### config.mk
export PLATFORM = sky130hd
export DESIGN_NAME = pad_poll_scheduler_flat
export DESIGN_NICKNAME = d
export VERILOG_FILES = /design/src/rtl/pad_poll_scheduler_if.sv /design/src/rtl/pad_poll_scheduler.sv /design/src/flat_wrapper.sv
export SDC_FILE = /design/constraint.sdc
export NUM_CORES = 1
export LEC_CHECK = 0
export ABC_AREA = 1
export CAP_MARGIN = 20
export CORE_MARGIN = 2
export CORE_UTILIZATION = 55
export CTS_BUF_LIST = sky130_fd_sc_hd__clkbuf_4 sky130_fd_sc_hd__clkbuf_8
export DETAILED_ROUTE_END_ITERATION = 8
export GPL_TIMING_DRIVEN = 0
export PLACE_DENSITY = 0.78
export SLEW_MARGIN = 15
export SYNTH_ARGS = -nofsm -noshare
export SYNTH_HDL_FRONTEND = slang
export SYNTH_SLANG_ARGS = --single-unit
### constraint.sdc
create_clock -name clk -period 1.46 [get_ports clk]
set_input_delay 0.219 -clock clk [delete_from_list [all_inputs] [get_ports clk]]
set_output_delay 0.219 -clock clk [all_outputs]
set_load 0.02 [all_outputs]
### src/rtl/pad_poll_scheduler_if.sv
// pad_poll_scheduler_if: pad connector pins, frame enable and button snapshot of the pad poll scheduler
interface pad_poll_scheduler_if #(
    parameter int NUM_PADS = 2,
    parameter int NUM_BITS = 8
);
    logic                         enable;
    logic [NUM_PADS-1:0]          data;
    logic [NUM_PADS-1:0]          latch;
    logic [NUM_PADS-1:0]          pulse;
    logic [NUM_PADS*NUM_BITS-1:0] buttons;
    logic                         frame_valid;
    logic                         busy;
    logic                         overrun;
    modport master (input enable, data, output latch, pulse, buttons, frame_valid, busy, overrun);
    modport slave (output enable, data, input latch, pulse, buttons, frame_valid, busy, overrun);
endinterface

### src/rtl/pad_poll_scheduler.sv
// pad_poll_scheduler: polls serial shift-register pads one at a time per frame tick and publishes all button bytes as one snapshot
module pad_poll_scheduler #(
    parameter int NUM_PADS     = 2,
    parameter int NUM_BITS     = 8,
    parameter int FRAME_CYCLES = 833333,
    parameter int LATCH_CYCLES = 600,
    parameter int HALF_CYCLES  = 300
) (
    input logic                  clk,
    input logic                  n_rst,
    pad_poll_scheduler_if.master bus
);
    localparam int FW  = FRAME_CYCLES > 1 ? $clog2(FRAME_CYCLES) : 1;
    localparam int PHC = LATCH_CYCLES > HALF_CYCLES ? LATCH_CYCLES : HALF_CYCLES;
    localparam int PHW = PHC > 1 ? $clog2(PHC) : 1;
    localparam int PW  = NUM_PADS > 1 ? $clog2(NUM_PADS) : 1;
    localparam int BW  = NUM_BITS > 1 ? $clog2(NUM_BITS) : 1;
    localparam int W   = NUM_PADS * NUM_BITS;
    localparam logic [FW-1:0]  FRAME_LAST = FW'(FRAME_CYCLES - 1);
    localparam logic [PHW-1:0] LATCH_LAST = PHW'(LATCH_CYCLES - 1);
    localparam logic [PHW-1:0] HALF_LAST  = PHW'(HALF_CYCLES - 1);
    localparam logic [PW-1:0]  PAD_LAST   = PW'(NUM_PADS - 1);
    localparam logic [BW-1:0]  BIT_LAST   = BW'(NUM_BITS - 1);
    localparam logic [2:0] IDLE  = 3'd0;
    localparam logic [2:0] LATCH = 3'd1;
    localparam logic [2:0] LOW   = 3'd2;
    localparam logic [2:0] HIGH  = 3'd3;
    localparam logic [2:0] STORE = 3'd4;

    logic [2:0]          state_q, state_d;
    logic [FW-1:0]       frame_q, frame_d;
    logic [PHW-1:0]      phase_q, phase_d;
    logic [PW-1:0]       pad_q, pad_d;
    logic [BW-1:0]       bit_idx_q, bit_idx_d;
    logic [NUM_BITS-1:0] shift_q, shift_d;
    logic [W-1:0]        staging_q, staging_d;
    logic [W-1:0]        buttons_q, buttons_d;
    logic [NUM_PADS-1:0] latch_q, latch_d;
    logic [NUM_PADS-1:0] pulse_q, pulse_d;
    logic                frame_valid_q, frame_valid_d;
    logic                tick;

    always_comb begin
        tick          = frame_q == '0;
        frame_d       = (frame_q == FRAME_LAST) ? '0 : frame_q + 1'b1;
        state_d       = state_q;
        phase_d       = phase_q;
        pad_d         = pad_q;
        bit_idx_d     = bit_idx_q;
        shift_d       = shift_q;
        staging_d     = staging_q;
        buttons_d     = buttons_q;
        frame_valid_d = 1'b0;
        case (state_q)
            IDLE: if (tick && bus.enable) begin
                state_d = LATCH;
                pad_d   = '0;
                phase_d = '0;
            end
            LATCH: if (phase_q == LATCH_LAST) begin
                state_d   = LOW;
                bit_idx_d = '0;
                phase_d   = '0;
            end else phase_d = phase_q + 1'b1;
            LOW: if (phase_q == HALF_LAST) begin
                state_d = HIGH;
                phase_d = '0;
                shift_d = (shift_q << 1) | NUM_BITS'(bus.data[pad_q]);
            end else phase_d = phase_q + 1'b1;
            HIGH: if (phase_q == HALF_LAST) begin
                phase_d   = '0;
                state_d   = (bit_idx_q == BIT_LAST) ? STORE : LOW;
                bit_idx_d = (bit_idx_q == BIT_LAST) ? bit_idx_q : bit_idx_q + 1'b1;
            end else phase_d = phase_q + 1'b1;
            STORE: begin
                staging_d[pad_q*NUM_BITS +: NUM_BITS] = shift_q;
                // the last pad's byte goes straight into the snapshot so every slice switches together
                if (pad_q == PAD_LAST) begin
                    state_d       = IDLE;
                    buttons_d     = staging_d;
                    frame_valid_d = 1'b1;
                end else begin
                    state_d = LATCH;
                    pad_d   = pad_q + 1'b1;
                end
            end
            default: state_d = IDLE;
        endcase
        latch_d = (state_d == LATCH) ? NUM_PADS'(1) << pad_d : '0;
        pulse_d = (state_d == HIGH) ? NUM_PADS'(1) << pad_d : '0;
    end

    always_ff @(posedge clk or negedge n_rst) begin
        if (!n_rst) begin
            state_q       <= IDLE;
            frame_q       <= '0;
            phase_q       <= '0;
            pad_q         <= '0;
            bit_idx_q     <= '0;
            shift_q       <= '0;
            staging_q     <= '1;
            buttons_q     <= '1;
            latch_q       <= '0;
            pulse_q       <= '0;
            frame_valid_q <= 1'b0;
        end else begin
            state_q       <= state_d;
            frame_q       <= frame_d;
            phase_q       <= phase_d;
            pad_q         <= pad_d;
            bit_idx_q     <= bit_idx_d;
            shift_q       <= shift_d;
            staging_q     <= staging_d;
            buttons_q     <= buttons_d;
            latch_q       <= latch_d;
            pulse_q       <= pulse_d;
            frame_valid_q <= frame_valid_d;
        end
    end

    assign bus.latch       = latch_q;
    assign bus.pulse       = pulse_q;
    assign bus.buttons     = buttons_q;
    assign bus.frame_valid = frame_valid_q;
    assign bus.busy        = state_q != IDLE;
    assign bus.overrun     = tick && (state_q != IDLE);
endmodule

### src/flat_wrapper.sv
// flat-port wrapper written by rule: the top's interface ports become plain ports
module pad_poll_scheduler_flat 
#(
    parameter int NUM_PADS     = 2,
    parameter int NUM_BITS     = 8,
    parameter int FRAME_CYCLES = 833333,
    parameter int LATCH_CYCLES = 600,
    parameter int HALF_CYCLES  = 300
)
  (clk, n_rst, bus_enable, bus_data, bus_latch, bus_pulse, bus_buttons, bus_frame_valid, bus_busy, bus_overrun);
  pad_poll_scheduler_if #(.NUM_PADS(NUM_PADS), .NUM_BITS(NUM_BITS)) bus_i ();
  input logic clk;
  input logic n_rst;
  input wire logic [$bits(bus_i.enable)-1:0] bus_enable;
  input wire logic [$bits(bus_i.data)-1:0] bus_data;
  output wire logic [$bits(bus_i.latch)-1:0] bus_latch;
  output wire logic [$bits(bus_i.pulse)-1:0] bus_pulse;
  output wire logic [$bits(bus_i.buttons)-1:0] bus_buttons;
  output wire logic [$bits(bus_i.frame_valid)-1:0] bus_frame_valid;
  output wire logic [$bits(bus_i.busy)-1:0] bus_busy;
  output wire logic [$bits(bus_i.overrun)-1:0] bus_overrun;
  assign bus_i.enable = bus_enable;
  assign bus_i.data = bus_data;
  assign bus_latch = bus_i.latch;
  assign bus_pulse = bus_i.pulse;
  assign bus_buttons = bus_i.buttons;
  assign bus_frame_valid = bus_i.frame_valid;
  assign bus_busy = bus_i.busy;
  assign bus_overrun = bus_i.overrun;
  pad_poll_scheduler #(.NUM_PADS(NUM_PADS), .NUM_BITS(NUM_BITS), .FRAME_CYCLES(FRAME_CYCLES), .LATCH_CYCLES(LATCH_CYCLES), .HALF_CYCLES(HALF_CYCLES)) u_core (.clk(clk), .n_rst(n_rst), .bus(bus_i));
endmodule
==> run_results.csv <==
group,metric,value,unit
logic_synthesis,ys_async_sr_fraction,100,%
timing,period_share,125,%
logic_synthesis,netlist_instances,484,
timing,final.setup.worst_slack,-358,ps
route,post_drt_wl_per_cell,15.6,um
worst_setup_path,timing.critical_path.cells,"inv_2, ha_4, inv_2, nor2_2, nand4_1, buf_4, nor2_4, nand4_1, nand2_2, nand2_2, nor2_1",
power,fin_total_pwr,3.69,mW
timing,totalNegativeSetupSlack,-5310,ps
route,routed_wl,10100,um
placement,dp.cells,592,
clock_tree,path_clk_slew,90,ps
logic_synthesis,cell_with_the_most_instances_after_synthesis,"sky130_fd_sc_hd__nand2_1",
floorplan,dieArea,7660,um2
worst_setup_path,cp_data_arrival_time,2100,ps
floorplan,dieHeight,87.5,um
timing,hold_violations,0,
logic_synthesis,post_synth_instance_area,3840,um2
global_route,groute.layer.met2.usage,37.3,%
final_layout,fin_nets,571,
floorplan,fp.coreArea,6760,um2
route,remaining_drc_errors,0,
route,routed_via_density,5.59,
floorplan,die_width,87.5,um
timing,whs,292,ps
logic_synthesis,synth_area_leaders,"sky130_fd_sc_hd__dfrtp_1, sky130_fd_sc_hd__dfstp_2, sky130_fd_sc_hd__nand2_1",
timing,tightestPinTransition,376,ps
logic_synthesis,synth.distinct_cells,32,
route,via_count,3609,
global_route,grt_remaining_overflow,0,
timing,skew,17.0,ps
clock_tree,clk_root_buffer_cell,"sky130_fd_sc_hd__clkbuf_8",
global_route,top_usage_layer,"met2",
placement,io_buffer_count,27,
timing,clock.fmax,550,MHz
power,power_per_cell_area,721,nW/um2
worst_setup_path,critical_path_required,1750,ps
final_layout,area.growth.synth_to_final,33.5,%
global_route,groute.layer.met1.usage,31.8,%
global_route,grt_start_max_net_pins,57,
global_route,wire_length_of_the_first_global_routing_pass,13900,um
clock_tree,cts-buffers-inserted,9,
timing,rsz0062_at_grt,"true",
final_layout,ratio_of_cells_with_drive_above_1_in_the_final_layout,36.2,%
global_route,grt_antenna_before_repair,0,
global_route,grt_util_all_layers,23.3,%
run,max_cap_violations,0,
clock_tree,tritoncts,"yes",
logic_synthesis,yosys_most_used_dff,"sky130_fd_sc_hd__dfrtp_1",
final_layout,antenna-diode-count,0,
clock_tree,max-clock-path-buffers,2,
logic_synthesis,net_count_synth,494,
worst_setup_path,r2r_setup_slack,-360,ps
timing,setup_violations,28,
logic_synthesis,synth.yosys.seq_area_share,49.7,%
logic_synthesis,yosys-top-cells-count,"sky130_fd_sc_hd__nand2_1, sky130_fd_sc_hd__inv_1, sky130_fd_sc_hd__dfrtp_1",
clock_tree,number_of_sinks_on_the_clock_net,75,
power,p_leak,2.40,nW
global_route,grt_pass1_vias,3048,
timing,maxSlewHeadroom,74.8,%
logic_synthesis,edff_count_synth,0,
floorplan,fp-row-count,30,
worst_setup_path,worst_path_max_delay_cell,"sky130_fd_sc_hd__dfrtp_1",
status,failing_checks,"negative setup slack",
timing,finalCriticalPeriod,1820,ps
worst_setup_path,path_class,"reg2reg",
timing,pins_over_slew_limit,0,
route,route.antenna.remaining_nets,0,
worst_setup_path,cp-end-kind,"register",
placement,dp.final_hpwl,5940,um
final_layout,layoutNonFillerInstCount,646,
clock_tree,clkLatencyLatePin,360,ps
placement,gpl.final_weighted_congestion,0.951,
logic_synthesis,synth_warnings,0,
worst_setup_path,worst_path_largest_cell_delay,400,ps
worst_setup_path,category_of_the_worst_setup_path_launch_point,"register",
global_route,grtUsageMet3,4.71,%
clock_tree,htree_levels,3,
floorplan,start_util,56.8,%
floorplan,num_io_pins,28,
power,ir_worst_vdd,0.662,mV
worst_hold_path,hold_crit_class,"in2async",
logic_synthesis,synth_area_leader_cell,"sky130_fd_sc_hd__dfrtp_1",
route,drtIter0Drc,279,
status,status,"complete, but fails checks",
logic_synthesis,synth.top_cell.area_share,32.6,%
logic_synthesis,syn_area_per_cell,7.93,um2
route,first_pass_iters,5,
logic_synthesis,ys_seq_elements,75,
worst_setup_path,path_max_fanout,3,
==> worst max-delay path: cells and delay by family (launching register included) <==
family        cells  cell delay, ps
fa+ha+maj         1             150
buf+inv           3             300
flops             1             400
simple gates      7             900
==> kinds of logic after synthesis <==
| group | share of synthesized area [%] |
|---|---|
| DFF | 49.7 |
| xor gates and xnor gates | 2.28 |
| and+or+nand+nor | 32.4 |
| AOI/OAI and AO/OA | 5.74 |
| muxes | 0.261 |
| buffers and inverters | 7.96 |
| adders and majority gates | 1.63 |
==> flip-flops by register name (all words and copies together) (netlist names) <==
register,cells
u_core.frame_q,20
u_core.bus.latch,2
u_core.bit_idx_q,3
u_core.bus.buttons,16
u_core.bus.pulse,2
u_core.staging_q,9
u_core.phase_q,10
u_core.state_q,3
u_core.shift_q,8
u_core.pad_q,1
u_core.bus.frame_valid,1
==> worst paths after layout <==
check / to / from / cells past startpoint
worst max-delay path: u_core.bus.latch[1] / u_core.frame_q[0] / 11
worst max register to register: u_core.bus.latch[1] / u_core.frame_q[0] / 11
min in group clk: u_core.bus.buttons[2] / u_core.bus.buttons[2] / 2
worst min-delay path: u_core.frame_q[18] / n_rst / 2
max in group asynchronous: u_core.bus.buttons[13] / n_rst / 3
worst min register to register: u_core.bus.buttons[2] / u_core.bus.buttons[2] / 2
==> what timing repair did <==
item / in CTS / in global routing
hold endpoints to repair: 19 / 0
pin swaps: 1 / 12
gates resized for setup: 60 / 130
hold buffers: 1 / 0
buffers inserted: 14 / 21
cloned: 0 / 2
setup endpoints to repair: 70 / 79
==> where the power goes <==
group	leakage, nW	switching, mW	internal (mW)
clock network	0.0947	0.891	0.661
registers	0.896	0	2.08
logic	1.41	0.0435	0.0188
==> layout by cell type (no fill, tap or decap), types with 4 or more instances in the layout <==
| cell type | instances |
|---|---|
| sky130_fd_sc_hd__a21oi_1 | 9 |
| sky130_fd_sc_hd__buf_4 | 34 |
| sky130_fd_sc_hd__buf_6 | 10 |
| sky130_fd_sc_hd__clkbuf_8 | 9 |
| sky130_fd_sc_hd__clkdlybuf4s15_1 | 13 |
| sky130_fd_sc_hd__dfrtp_1 | 40 |
| sky130_fd_sc_hd__dfrtp_2 | 10 |
| sky130_fd_sc_hd__dfstp_2 | 25 |
| sky130_fd_sc_hd__dlygate4sd2_1 | 6 |
| sky130_fd_sc_hd__inv_1 | 47 |
| sky130_fd_sc_hd__inv_2 | 12 |
| sky130_fd_sc_hd__inv_4 | 4 |
| sky130_fd_sc_hd__nand2_1 | 108 |
| sky130_fd_sc_hd__nand2_2 | 23 |
| sky130_fd_sc_hd__nand2_4 | 6 |
| sky130_fd_sc_hd__nand3_1 | 35 |
| sky130_fd_sc_hd__nand4_1 | 16 |
| sky130_fd_sc_hd__nor2_1 | 32 |
| sky130_fd_sc_hd__nor2_2 | 14 |
| sky130_fd_sc_hd__nor2_4 | 14 |
| sky130_fd_sc_hd__nor3_1 | 9 |
| sky130_fd_sc_hd__nor3_2 | 7 |
| sky130_fd_sc_hd__o21ai_0 | 11 |
| sky130_fd_sc_hd__o21ai_1 | 10 |
| sky130_fd_sc_hd__o21ai_2 | 8 |
| sky130_fd_sc_hd__xor2_1 | 10 |
==> layout make-up <==
class                   instances  area, um2
multi-input cells             337       1990
flip-flops and latches         75       1920
well taps                      80        100
inverters                      65        263
clock buffers                   9        124
plain buffers                   8       72.6
fillers                       434       1630
clock inverters                 7       65.1
repair buffers                 65        586
==> metal layers <==
metal / up-vias / part of all wire, %
met1: 1743 / 42
met5: - / 0
met4: 0 / 2.0
met2: 129 / 51
met3: 24 / 5.0
li1: 1713 / -
==> per-stage QoR <==
step	area (um2)	worst slack (ps)	util (%)
after floorplan	3840	-12.5	-
after global placement	4210	-2340	62.4
after detailed placement	4240	-489	62.7
after CTS	4610	-263	68.2
after global routing	5120	-488	75.8
final	5120	-358	75.8
Note: power is estimated with default switching activity, not from simulation.
